`config.mk`:
```
export PLATFORM = sky130hd
export DESIGN_NAME = present_player_pipe
export DESIGN_NICKNAME = d
export VERILOG_FILES = /design/src/rtl/present_player_pipe.sv
export SDC_FILE = /design/constraint.sdc
export NUM_CORES = 1
export LEC_CHECK = 0
export ABC_AREA = 1
export CAP_MARGIN = 20
export CELL_PAD_IN_SITES_DETAIL_PLACEMENT = 1
export CELL_PAD_IN_SITES_GLOBAL_PLACEMENT = 2
export CORE_MARGIN = 2
export CORE_UTILIZATION = 26
export DETAILED_ROUTE_END_ITERATION = 7
export PLACE_DENSITY = 0.87
export SLEW_MARGIN = 10
export SYNTH_ARGS = -nofsm -noshare
export SYNTH_HDL_FRONTEND = slang
export SYNTH_SLANG_ARGS = --single-unit
```
`constraint.sdc`:
```
create_clock -name clock -period 2.03 [get_ports clock]
set_input_delay 0.406 -clock clock [delete_from_list [all_inputs] [get_ports clock]]
set_output_delay 0.406 -clock clock [all_outputs]
set_load 0.02 [all_outputs]
```
`src/rtl/present_player_pipe.sv`:
```
`default_nettype none
// ============================================================================
//  Module      : present_player_pipe
//  Description : PRESENT-style bit permutation (pLayer) with a selectable
//                forward/inverse mode per word, followed by a valid/ready
//                pipeline of STAGES register stages and an output handshake
//                counter.
//  Revision    : 1.0  initial release
// ============================================================================
module present_player_pipe #(
  parameter int WIDTH  = 64,
  parameter int STAGES = 1
) (
  input  logic             clock,
  input  logic             reset_n,
  input  logic             clear,
  input  logic             in_valid,
  output logic             in_ready,
  input  logic [WIDTH-1:0] in_data,
  input  logic             in_inverse,
  output logic             out_valid,
  input  logic             out_ready,
  output logic [WIDTH-1:0] out_data,
  output logic [15:0]      count
);

  // Forward and inverse permutations of the incoming word.
  logic [WIDTH-1:0] w_fwd;
  logic [WIDTH-1:0] w_inv;
  logic [WIDTH-1:0] w_perm;

  // Per-stage state: one valid flag plus one data word per stage.
  logic [STAGES-1:0]            r_valid;
  logic [STAGES-1:0][WIDTH-1:0] r_data;

  // Per-stage load enables and the value each stage would capture.
  logic [STAGES-1:0]            w_load;
  logic [STAGES-1:0]            w_in_valid;
  logic [STAGES-1:0][WIDTH-1:0] w_in_data;
  logic                         w_down;
  logic                         w_accept;
  logic                         w_out_hs;

  // Bit i moves to position P(i); the top bit is a fixed point. Every
  // index is an elaboration-time constant, so this is pure wiring.
  for (genvar gi = 0; gi < WIDTH; gi++) begin : g_perm
    localparam int P = (gi == WIDTH - 1) ? (WIDTH - 1)
                                         : ((gi * (WIDTH / 4)) % (WIDTH - 1));
    assign w_fwd[P]  = in_data[gi];
    assign w_inv[gi] = in_data[P];
  end

  assign w_perm = in_inverse ? w_inv : w_fwd;

  // Stage load enables, walked from the output back towards the input:
  // a stage may load when it is empty or when its word leaves this cycle.
  always_comb begin
    w_load = '0;
    w_down = out_ready;
    for (int k = STAGES - 1; k >= 0; k--) begin
      w_load[k] = ~r_valid[k] | (r_valid[k] & w_down);
      w_down    = w_load[k];
    end
  end

  // Input handshake; blocked during clear and while reset is asserted.
  assign in_ready = reset_n & ~clear & w_load[0];
  assign w_accept = in_valid & in_ready;

  // Output handshake taken from the last stage.
  assign out_valid = r_valid[STAGES-1];
  assign out_data  = r_data[STAGES-1];
  assign w_out_hs  = r_valid[STAGES-1] & out_ready;

  // What each stage captures: stage 1 takes the permuted input word,
  // later stages take the previous stage unchanged.
  always_comb begin
    w_in_valid    = '0;
    w_in_data     = '0;
    w_in_valid[0] = w_accept;
    w_in_data[0]  = w_perm;
    for (int k = 1; k < STAGES; k++) begin
      w_in_valid[k] = r_valid[k-1];
      w_in_data[k]  = r_data[k-1];
    end
  end

  // Stage registers: flush on clear, otherwise load or hold per stage.
  // Data is only written when a valid word arrives, so a stalled word and
  // an empty stage both keep their contents untouched.
  always_ff @(posedge clock or negedge reset_n) begin
    if (!reset_n) begin
      r_valid <= '0;
      r_data  <= '0;
    end else if (clear) begin
      r_valid <= '0;
    end else begin
      for (int k = 0; k < STAGES; k++) begin
        if (w_load[k]) begin
          r_valid[k] <= w_in_valid[k];
          if (w_in_valid[k]) begin
            r_data[k] <= w_in_data[k];
          end
        end
      end
    end
  end

  // Completed output handshakes, wrapping at 16 bits; clear wins.
  always_ff @(posedge clock or negedge reset_n) begin
    if (!reset_n) begin
      count <= 16'h0000;
    end else if (clear) begin
      count <= 16'h0000;
    end else if (w_out_hs) begin
      count <= count + 16'h0001;
    end
  end

endmodule
`default_nettype wire

```
==> results of run 1 <==
-- through the flow --
stage	cells	cell area (µm²)	util (%)	power (mW)	hold slack, ns
2_1_floorplan	527	4060	-	2.68	0.110
3_3_place_gp	852	5780	38.0	3.48	0.462
3_5_place_dp	852	5780	38.0	3.51	0.465
4_1_cts	868	6110	40.2	5.39	0.246
5_1_grt	868	6110	40.2	5.59	0.280
6_report	868	6110	40.2	5.29	0.218
-- logic make-up (layout without fill, tap and decap cells) --
family | Yosys count | count (layout)
AOI/OAI and AO/OA | 87 | 87
adders and majority gates | 1 | 1
buffers and inverters | 74 | 227
DFF | 81 | 81
muxes | 10 | 10
and+or+nand+nor | 274 | 274
-- registers in the layout (all words and copies together), names as in the netlist --
signal and flops:
out_valid 1, count 16, out_data 64
-- final timing paths --
kind	from	endpoint	cells past startpoint
max	clear	in_ready	5
min	reset_n	out_valid	2
max reg2reg	count[1]	count[8]	9
min reg2reg	out_data[2]	out_data[2]	2
max in group asynchronous	reset_n	out_data[30]	3
min in group clock	in_inverse	out_data[58]	4
-- cells in the final DEF (no fill, tap or decap), types with 10 or more instances in the layout --
| cell type | n |
|---|---|
| sky130_fd_sc_hd__clkdlybuf4s50_1 | 148 |
| sky130_fd_sc_hd__nand2_1 | 230 |
| sky130_fd_sc_hd__dfrtp_1 | 81 |
| sky130_fd_sc_hd__inv_1 | 46 |
| sky130_fd_sc_hd__nand3_1 | 11 |
| sky130_fd_sc_hd__o211ai_1 | 10 |
| sky130_fd_sc_hd__o21ai_1 | 15 |
| sky130_fd_sc_hd__mux2_2 | 10 |
| sky130_fd_sc_hd__nor2_1 | 24 |
| sky130_fd_sc_hd__o21ai_0 | 45 |
-- power breakdown --
group / internal, mW / total, mW / switching (mW)
registers: 1.86 / 2.01 / 0.151
logic: 0.703 / 1.46 / 0.757
clock network: 1.15 / 1.82 / 0.678
-- per-layer routing --
layer	share of wire (%)	vias up
met2	49	92
li1	-	1949
met5	0	-
met4	1.2	0
met3	6.9	11
met1	43	1908
-- worst max-delay path: stages --
cell,delay (ns)
sky130_fd_sc_hd__clkdlybuf4s50_1,0.44
sky130_fd_sc_hd__inv_2,0.08
sky130_fd_sc_hd__nand2_2,0.06
sky130_fd_sc_hd__nor2_4,0.13
sky130_fd_sc_hd__dlygate4sd2_1,0.34
-- layout make-up --
class | count | area [µm²] | share of cell area (%)
tap | 188 | 235 | 3.85
clock inverter | 4 | 75.1 | 1.23
sequential | 81 | 2030 | 33.1
multi-input combinational | 372 | 1680 | 27.5
timing repair buffer | 163 | 1660 | 27.1
inverter | 48 | 180 | 2.95
clock buffer | 12 | 256 | 4.19
==> impl_metrics.toml, run 1 <==
[outcome]
outcome = "completed"

[logic_synthesis]
post_synthesis_net_count = 598
synth.lib_cells_used.distinct = 26
post_synth_inst_count = 527
post-synth-top-area-cell = "sky130_fd_sc_hd__dfrtp_1"
synth.ff_latch_count = 81
synth_sequential_area_ratio_pct = 49.9
muxShareOfSynthArea_pct = 2.77
yosys_warn_count = 0
post_synth_and_or_nand_nor_area_fraction_pct = 26.3
area_share_of_the_leading_cell_type_in_the_synthesized_netlist_pct = 49.9
dominant_combinational_cell_family_by_area_after_synthesis = "simple AND/OR/NAND/NOR gates"
most_numerous_cell_in_the_yosys_netlist = "sky130_fd_sc_hd__nand2_1"
synthesis.area_um2 = 4060
syn-mean-instance-area_um2 = 7.70
synth-async-reset-ratio_pct = 100
netlist_top_cells_area = "sky130_fd_sc_hd__dfrtp_1 50%, sky130_fd_sc_hd__nand2_1 21%, sky130_fd_sc_hd__o21ai_0 5.5%"
area_fraction_in_compound_gates_after_synthesis_pct = 12.0
post_synth_xor_area_fraction_pct = 0
synth_enable_flop_cells = 0
synth_ff_type = "sky130_fd_sc_hd__dfrtp_1"
synth_fa_ha_area_share_pct = 0.308
synth_top_cells_by_count = "230 x sky130_fd_sc_hd__nand2_1, 81 x sky130_fd_sc_hd__dfrtp_1, 46 x sky130_fd_sc_hd__inv_1"

[floorplanning]
i_o_pin_cnt = 152
fp.coreArea_um2 = 15200
die_area_um2 = 16600
die_width_um = 129
rows = 45
die_h_um = 129
initial_cell_density_of_the_core_pct = 26.7

[power]
total_leakage_power_nw = 2.88
vdd_ir_drop_max_uv = 351
power.density_nw_per_um2 = 866

[global_routing]
pin_count_of_the_biggest_net_entering_global_routing = 53
globalRouteMet2Util_pct = 28.4
grt_pass1_wl_um = 21400
grt_antenna_before_repair = 0
globalRoute.totalOverflow = 0
globalRouteTotalUtil_pct = 16.6
use_met1_pct = 19.8
global_route.usage.met3_pct = 5.36
number_of_global_route_vias_before_repair = 4293
busiest_layer = "met2"

[cells_and_area]
layout.nets = 746
share_of_layout_cells_above_drive_strength_1_pct = 7.65
antenna_fix_cells = 0
area.growth.synth_to_final_pct = 50.6
filler_cell_count = 1833

[run]
timing.max_cap.violations = 0

[timing]
share_of_the_clock_period_used_by_the_worst_path_after_layout_pct = 92.1
slew_violations = 0
timing.final.crit_period_ns = 1.87
setup-tns-final_ns = 0
final.setup.worst_slack_ns = 0.160
max_freq_mhz = 535
timing_hold_violations_final = 0
worst-slew-pin-transition_ns = 0.698
slew_headroom_pct = 53.5
worst_clock_skew_ns = 0.00498
grt_setup_unrepaired = "false"
finalSetupViolCount = 0

[worst_setup_path]
setup.worst_path.end_class = "output port"
worstPathMaxFanout = 2
critical_path.startpoint_type = "input pin"
timing.setup.critical_path_class = "input pin to output port"
timing.reg2reg.setup_slack_ns = 0.42
worst-endpoint-required_ns = 1.62
worstPathArrival_ns = 1.46

[clock_tree]
ctsHoldBuffers = 0
tritoncts = "built"
cts_root_buf = "sky130_fd_sc_hd__clkbuf_16"
h-tree-depth = 3
cts_inserted_buffers = 9
clock_sink_count = 81
post_cts_resized = 1
worst_skew_pair.late_latency_ns = 0.34
post_cts_buffers = 0
max-clock-path-buffers = 2
clk_pin_slew_ns = 0.06

[drt]
finalWirelength_um = 13100
drt_first_pass_iters = 4
post_drt_via_cell_ratio = 4.56
drt_drc_violations_left = 0
antenna_left = 0
initialDrtViolationCount = 123
route.vias.total = 3960
drt-wirelength-per-cell_um = 15.1

[placement]
port-buffer-count = 151
hpwlAfterDp_um = 9470
preCtsSetupSlack_ns = -0.127
gp_congestion = 0.770

[min_path]
worst_hold_path_type = "input pin to async pin"
(Power assumes the default switching activity.)
==> run 2, diff against run 1 <==
--- a/config.mk
+++ b/config.mk
@@ -13,6 +13,7 @@
 export CORE_UTILIZATION = 26
 export DETAILED_ROUTE_END_ITERATION = 7
 export PLACE_DENSITY = 0.87
+export SKIP_LAST_GASP = 1
 export SLEW_MARGIN = 10
 export SYNTH_ARGS = -nofsm -noshare
 export SYNTH_HDL_FRONTEND = slang
==> results of run 2 <==
Same layout as run 1: the final DEF is identical, and so are final timing and power.
==> run 3, diff against run 2 <==
--- a/config.mk
+++ b/config.mk
@@ -12,7 +12,7 @@
 export CORE_MARGIN = 2
 export CORE_UTILIZATION = 26
 export DETAILED_ROUTE_END_ITERATION = 7
-export PLACE_DENSITY = 0.87
+export PLACE_DENSITY = 0.86
 export SKIP_LAST_GASP = 1
 export SLEW_MARGIN = 10
 export SYNTH_ARGS = -nofsm -noshare
==> impl_metrics.toml, run 3 (same netlist as run 1, synthesis figures left out) <==
[worst_setup_path]
worstPathArrival_ns = 1.45
worst-endpoint-required_ns = 1.62
timing.critical_path.slowest_stage_cell = "sky130_fd_sc_hd__clkdlybuf4s50_1"
crit_path_max_incr_delay_ns = 0.65
critical_path.top_delay_family = "buffers and inverters"
worstPathMaxFanout = 5
setup.worst_path.end_class = "output port"
cp_cell_sequence = "clkdlybuf4s50_1"
critical_path.startpoint_type = "register"
timing.setup.critical_path_class = "register to output port"
cp_num_buf_inv = 1
timing.reg2reg.setup_slack_ns = 0.43

[timing]
timing.final.crit_period_ns = 1.85
worst_clock_skew_ns = 0.00667
slew_violations = 0
slew_headroom_pct = 55.4
timing_hold_violations_final = 0
share_of_the_clock_period_used_by_the_worst_path_after_layout_pct = 91.3
worst-slew-pin-transition_ns = 0.669
final.setup.worst_slack_ns = 0.176
max_freq_mhz = 539
grt_setup_unrepaired = "false"
finalSetupViolCount = 0

[clock_tree]
ctsHoldBuffers = 0
cts_root_buf = "sky130_fd_sc_hd__clkbuf_16"
tritoncts = "built"
clock_sink_count = 81
max-clock-path-buffers = 2
worst_skew_pair.late_latency_ns = 0.34
post_cts_buffers = 0
cts_inserted_buffers = 9
post_cts_resized = 1
h-tree-depth = 3
clk_pin_slew_ns = 0.06

[drt]
antenna_left = 0
drt_first_pass_iters = 4
finalWirelength_um = 13000
drt_drc_violations_left = 0
drt-wirelength-per-cell_um = 15.0
route.vias.total = 3964
post_drt_via_cell_ratio = 4.56
initialDrtViolationCount = 115

[outcome]
outcome = "completed"

[power]
total_leakage_power_nw = 2.90
seqPwrFrac_pct = 37.5
vdd_ir_drop_max_uv = 358
power.density_nw_per_um2 = 870
power.switching_fraction_pct = 29.8
power.internal_mw = 3.74
share_comb_of_total_power_pct = 27.6
p_sw_mw = 1.59
clock_power_share_pct = 34.8

[placement]
placedCellCount = 853
gp_congestion = 0.776
hpwlAfterDp_um = 9430
preCtsSetupSlack_ns = -0.0612
port-buffer-count = 151
post_dp_cell_area_um2 = 5790

[cells_and_area]
layout.nets = 747
design_area_um2 = 6130
final-seq-area_um2 = 2030
share_of_layout_cells_above_drive_strength_1_pct = 7.93
multi_input_combinational_cell_area_um2 = 1680
filler_cell_count = 1834
antenna_fix_cells = 0
max_reg_flops = 64
mostFrequentLayoutCell = "sky130_fd_sc_hd__nand2_1"
finalNonFillerCells = 869
area.growth.synth_to_final_pct = 51.0
most_used_cells_in_the_layout_excluding_fill_and_tap_cells = "230 x sky130_fd_sc_hd__nand2_1, 148 x sky130_fd_sc_hd__clkdlybuf4s50_1, 81 x sky130_fd_sc_hd__dfrtp_1"
final_core_utilization_pct = 40.3

[global_routing]
grt_antenna_before_repair = 0
grt_pass1_wl_um = 21600
pin_count_of_the_biggest_net_entering_global_routing = 60
number_of_global_route_vias_before_repair = 4209
globalRouteTotalUtil_pct = 16.6
globalRoute.totalOverflow = 0

[min_path]
worst_hold_path_type = "input pin to async pin"

[floorplanning]
die_area_um2 = 16600
rows = 45
die_h_um = 129
fp.coreArea_um2 = 15200
i_o_pin_cnt = 152
initial_cell_density_of_the_core_pct = 26.7
die_width_um = 129

[run]
timing.max_cap.violations = 0
## run 3: layout make-up
| class | count | share of cell area, % |
|---|---|---|
| Tap cell | 188 | 3.84 |
| Clock buffer | 12 | 4.35 |
| Sequential cell | 81 | 33.1 |
| Clock inverter | 4 | 1.20 |
| Multi-Input combinational cell | 372 | 27.5 |
| Inverter | 48 | 2.94 |
| Timing Repair Buffer | 164 | 27.1 |
## run 3: through the flow
stage	hold slack (ns)	setup TNS, ns	power, mW
after floorplan	0.110	0	2.68
after global placement	0.464	-0.0453	3.49
after detailed placement	0.465	-0.0612	3.52
after CTS	0.114	0	5.42
after global routing	0.138	0	5.62
final	0.100	0	5.33
## run 3: layer usage
| layer | GRT usage (%) | routed length [µm] |
|---|---|---|
| met4 | 6.33 | 231 |
| met1 | 20.6 | 5660 |
| met2 | 26.9 | 6140 |
| met3 | 5.70 | 1020 |
| met5 | 0 | 0 |
## run 3: final timing paths
path / startpoint / end / cells past startpoint
max in group asynchronous: reset_n / out_data[30] / 3
min in group clock: out_data[14] / out_data[14] / 2
max: count[1] / count[1] / 1
min: reset_n / out_valid / 2
min reg2reg: out_data[14] / out_data[14] / 2
max reg2reg: count[1] / count[14] / 8
## run 3: power groups by stage
| stage | clock network (mW) | logic, mW | registers [mW] |
|---|---|---|---|
| after global placement | 0 | 1.46 | 2.02 |
| after global routing | 1.98 | 1.60 | 2.04 |
| final | 1.86 | 1.47 | 2.00 |
| after detailed placement | 0 | 1.49 | 2.03 |
| after CTS | 1.92 | 1.50 | 2.01 |
| after floorplan | 0 | 0.363 | 2.32 |
==> RTL change 1 (config.mk and constraints of run 1) <==
Change the parameter `WIDTH` from 64 to 96.
--- a/src/rtl/present_player_pipe.sv
+++ b/src/rtl/present_player_pipe.sv
@@ -10,3 +10,3 @@
 module present_player_pipe #(
-  parameter int WIDTH  = 64,
+  parameter int WIDTH  = 96,
   parameter int STAGES = 1
Ports: changed (resized in_data and out_data); port bits go from 152 to 216. No check against the original RTL was run, so the function may have changed too.
==> RTL change 1 against run 1 <==
  * Sequential power increased by 40%
  * Sequential cell count is 32 higher
  * Area after synthesis grew 30%
  * Critical path type is now reg -> out
  * Final area rose by 38%
  * Worst hold slack worse by 0.098 ns
  * Maximum frequency fell by 2.1%
  * Wire length increased by 41%
  * Sequential share of layout area is 0.48 points higher
  * Total power rose by 52%
  * Setup slack lost 0.041 ns
==> RTL change 1: results (changes against run 1) <==
synth:
  avgSynthCellArea_um2: 9.594  # was 7.702 µm²
  ys_seq_area_frac: 0.5349  # was 0.4994
  synthMuxAreaShare: 0.1704  # was 0.02774
finish:
  buf_share: 0.2793  # was 0.2711
  nets: 874  # was 746
  seq_cells: 113  # was 81
  clk_share: 0.07186  # was 0.05423
  drive_gt1_frac: 0.06888  # was 0.07647
  largest_register_ffs: 96  # was 64
  inv_count: 19  # was 48
clock_tree:
  insertion_delay_ns: 0.41  # was 0.34 ns
  htree_levels: 4  # was 3
global_routing:
  antenna_found_initial: 1  # was 0
  met1_usage: 0.1996  # was 0.1980
  grt_pass1_vias: 4991  # was 4293
  grt_max_degree: 114  # was 53
placed_design:
  dpl_worst_slack_ns: -0.08044  # was -0.1271 ns
  gp_congestion: 0.7983  # was 0.7703
  hpwl_um: 14080  # was 9466 µm
  placed_cells: 1022  # was 852
pwr:
  internal-power_uw: 5616  # was 3707 µW
  irDropWorstVdd_mv: 0.5738  # was 0.3514 mV
drt:
  drt-vias-per-instance: 4.438  # was 4.562
  routedLengthMet1_um: 7500  # was 5625 µm
critical_path:
  worstRegToRegCells: 7  # was 9
  path_max_fanout: 6  # was 2
status:
  status: "finished, final reports clean"  # unchanged
## RTL change 1: changes by cell type in the layout (fill, tap and decap cells not counted), sizes merged, moves of 5 or more
cell / delta
buf: +5
o211ai: -10
clkbuf: +7
inv: -29
mux2: -10
nand2: -91
mux2i: +90
dfrtp: +32
o21ai: +33
clkdlybuf4s50: +64
clkinv: +6
## RTL change 1: worst paths after layout
kind                              start            to  slack (ns)
max                            count[7]      count[7]        0.12
min                             reset_n  out_data[76]        0.12
max reg2reg                   out_valid  out_data[87]        0.54
min reg2reg                out_data[38]  out_data[38]        0.47
max in group asynchronous       reset_n   out_data[2]        1.44
min in group clock         out_data[38]  out_data[38]        0.47
## RTL change 1: power by group through the flow
stage          Clock, µW  Sequential (µW)  Combinational [µW]
2_1_floorplan          0             3290                 463
3_3_place_gp           0             2850                2140
3_5_place_dp           0             2860                2170
4_1_cts             3150             2830                2180
5_1_grt             3250             2870                2300
6_report            3080             2820                2140
==> RTL change 2 (settings of run 1) <==
Without the edit above. Register the output `count` once more, cleared by the reset; this adds one clock of latency there. The other outputs are not delayed to match.
--- a/src/rtl/present_player_pipe.sv
+++ b/src/rtl/present_player_pipe.sv
@@ -25,2 +25,4 @@
 );
+
+  logic [15:0] count_s0;
 
@@ -111,7 +113,15 @@
     if (!reset_n) begin
-      count <= 16'h0000;
+      count_s0 <= 16'h0000;
     end else if (clear) begin
-      count <= 16'h0000;
+      count_s0 <= 16'h0000;
     end else if (w_out_hs) begin
-      count <= count + 16'h0001;
+      count_s0 <= count_s0 + 16'h0001;
+    end
+  end
+
+  always_ff @(posedge clock or negedge reset_n) begin
+    if (!reset_n) begin
+      count <= '0;
+    end else begin
+      count <= count_s0;
     end
Function: changed (Yosys sat finds a counterexample within 4 cycles, from zero or initial values and one cycle with reset_n low).
==> RTL change 2 against run 1 <==
  * Sequential power increased by 15%
  * Non-clock buffer count grew 1
  * Total power is 4.5% higher
  * Setup slack gained 0.029 ns
  * Sequential cell count rose by 16
  * Critical path type unchanged
  * Wire length rose by 7.3%
  * Register-to-register slack improved by 0.06 ns
  * Final area increased by 5.7%
  * Utilization is 1.4 points lower
  * Area after synthesis rose by 9.1%
  * Count of clock-buffer cells in the layout did not move
==> RTL change 2: results (changes against run 1) <==
status:
  status: "finished, final reports clean"  # unchanged
synth:
  yosys-top-cells-area: "dfrtp_1, nand2_1, o21ai_0"  # unchanged
  syn_nets: 607  # was 598
  async_reset_ff_frac: 1.000  # unchanged
  ys_warn_count: 0  # unchanged
  ys_top_cells_by_count: "nand2_1, dfrtp_1, o21ai_0, inv_1, nor2_1"  # was nand2_1, dfrtp_1, inv_1, o21ai_0, nor2_1
  ys_seq_area_frac: 0.5480  # was 0.4994
  avgSynthCellArea_um2: 8.264  # was 7.702 µm²
  ys_types: 27  # was 26
finish:
  diodes: 0  # unchanged
  largest_register_ffs: 64  # unchanged
  nets: 756  # was 746
  fillCellCount: 1967  # was 1833
  drive_gt1_frac: 0.07112  # was 0.07647
critical_path:
  r2r_slack_ns: 0.48  # was 0.42 ns
  r2r_end: "out_data[32]"  # was count[8]
  crit_path_top_delay_cell: "clkdlybuf4s50_1"  # unchanged
  path_max_fanout: 2  # unchanged
  regToRegStartpoint: "out_valid"  # was count[1]
  crit_path_max_incr_delay_ns: 0.42  # was 0.44 ns
  worstRegToRegCells: 8  # was 9
drt:
  num_vias: 4023  # was 3960
  initialDrtViolationCount: 124  # was 123
  drt-vias-per-instance: 4.426  # was 4.562
  detail_route.wl_per_cell_um: 15.43  # was 15.06 µm
pwr:
  p_leak_uw: 0.003089  # was 0.002884 µW
  switching_share: 0.2974  # was 0.2995
  irDropWorstVdd_mv: 0.4300  # was 0.3514 mV
placed_design:
  dpl_worst_slack_ns: -0.08043  # was -0.1271 ns
  place_area_mm2: 0.006168  # was 0.005784 mm²
  placed_cells: 894  # was 852
  hpwl_um: 10090  # was 9466 µm
  gp_congestion: 0.7657  # was 0.7703
clock_tree:
  clockBufferDepth: 2  # unchanged
  htree_levels: 3  # unchanged
  cts.clk_slew.worst_paths_ns: 0.07
  insertion_delay_ns: 0.35
  cts_setup_buffers: 0  # unchanged
global_routing:
  grt_max_degree: 75  # was 53
  grtUsageTotal: 0.1613  # was 0.1659
  grt_pass1_wl_um: 22870  # was 21420 µm
  grt_pass1_vias: 4403  # was 4293
timing:
  worst_pin_slew_ns: 0.8083  # was 0.6976 ns
  fin_worst_skew_ns: 0.004329  # was 0.004983 ns
hold_path:
  hp-class: "in -> async"  # unchanged
## RTL change 2: worst max path at each step
stage                       end  slack, ns  cells past startpoint      start
floorplan           out_data[1]       0.68                      8  out_valid
global placement       in_ready      -0.08                      5      clear
detailed placement     in_ready      -0.08                      5      clear
CTS                    in_ready       0.18                      4  out_ready
global route           in_ready       0.12                      4  out_ready
finish                 in_ready       0.19                      4  out_ready
## RTL change 2: area by class of cell
| class | count | area, µm² | area share |
|---|---|---|---|
| Clock inverter | 3 | 40.04 | 0.006194 |
| Multi-Input combinational cell | 363 | 1647 | 0.2547 |
| Tap cell | 220 | 275.3 | 0.04259 |
| Timing Repair Buffer | 164 | 1628 | 0.2518 |
| Inverter | 50 | 190.2 | 0.02942 |
| Clock buffer | 12 | 256.5 | 0.03968 |
| Sequential cell | 97 | 2427 | 0.3755 |
## RTL change 2: timing repair
action / in CTS / in global routing
resized for setup: 1 / 0
hold buffers: 0 / 0
setup endpoints to repair: 1 / 0
## RTL change 2: power groups by stage
| stage | Clock (µW) | Sequential (µW) | Combinational, µW |
|---|---|---|---|
| after floorplan | 0 | 2650 | 351 |
| after global placement | 0 | 2350 | 1450 |
| after detailed placement | 0 | 2360 | 1470 |
| after CTS | 1820 | 2330 | 1480 |
| after global routing | 1880 | 2350 | 1580 |
| final | 1750 | 2320 | 1450 |
## RTL change 2: critical path: cells and delay by family
kind	cells	cell delay (ns)
simple gates	2	0.29
buf+inv	2	0.74
## RTL change 2: kinds of logic after synthesis
kind of cell               Yosys count  share of synthesized area
DFF                                 97                     0.5480
and+or+nand+nor                    263                     0.2308
muxes                               10                    0.02542
adders and majority gates            1                   0.002824
buffers and inverters               76                    0.08022
AOI/OAI and AO/OA                   89                     0.1127
## RTL change 2: per-layer routing
metal | GRT usage | part of all wire | wire [µm]
met1 | 0.2074 | 0.45 | 6355
met2 | 0.2647 | 0.47 | 6653
met3 | 0.04129 | 0.057 | 793
met4 | 0.05556 | 0.016 | 221
met5 | 0 | 0 | 0
## RTL change 2: through the flow
step	hold slack [ns]	total power (µW)
floorplan	0.1104	2997
global placement	0.3898	3802
detailed placement	0.3989	3837
CTS	0.3238	5629
global route	0.3614	5819
finish	0.2719	5530
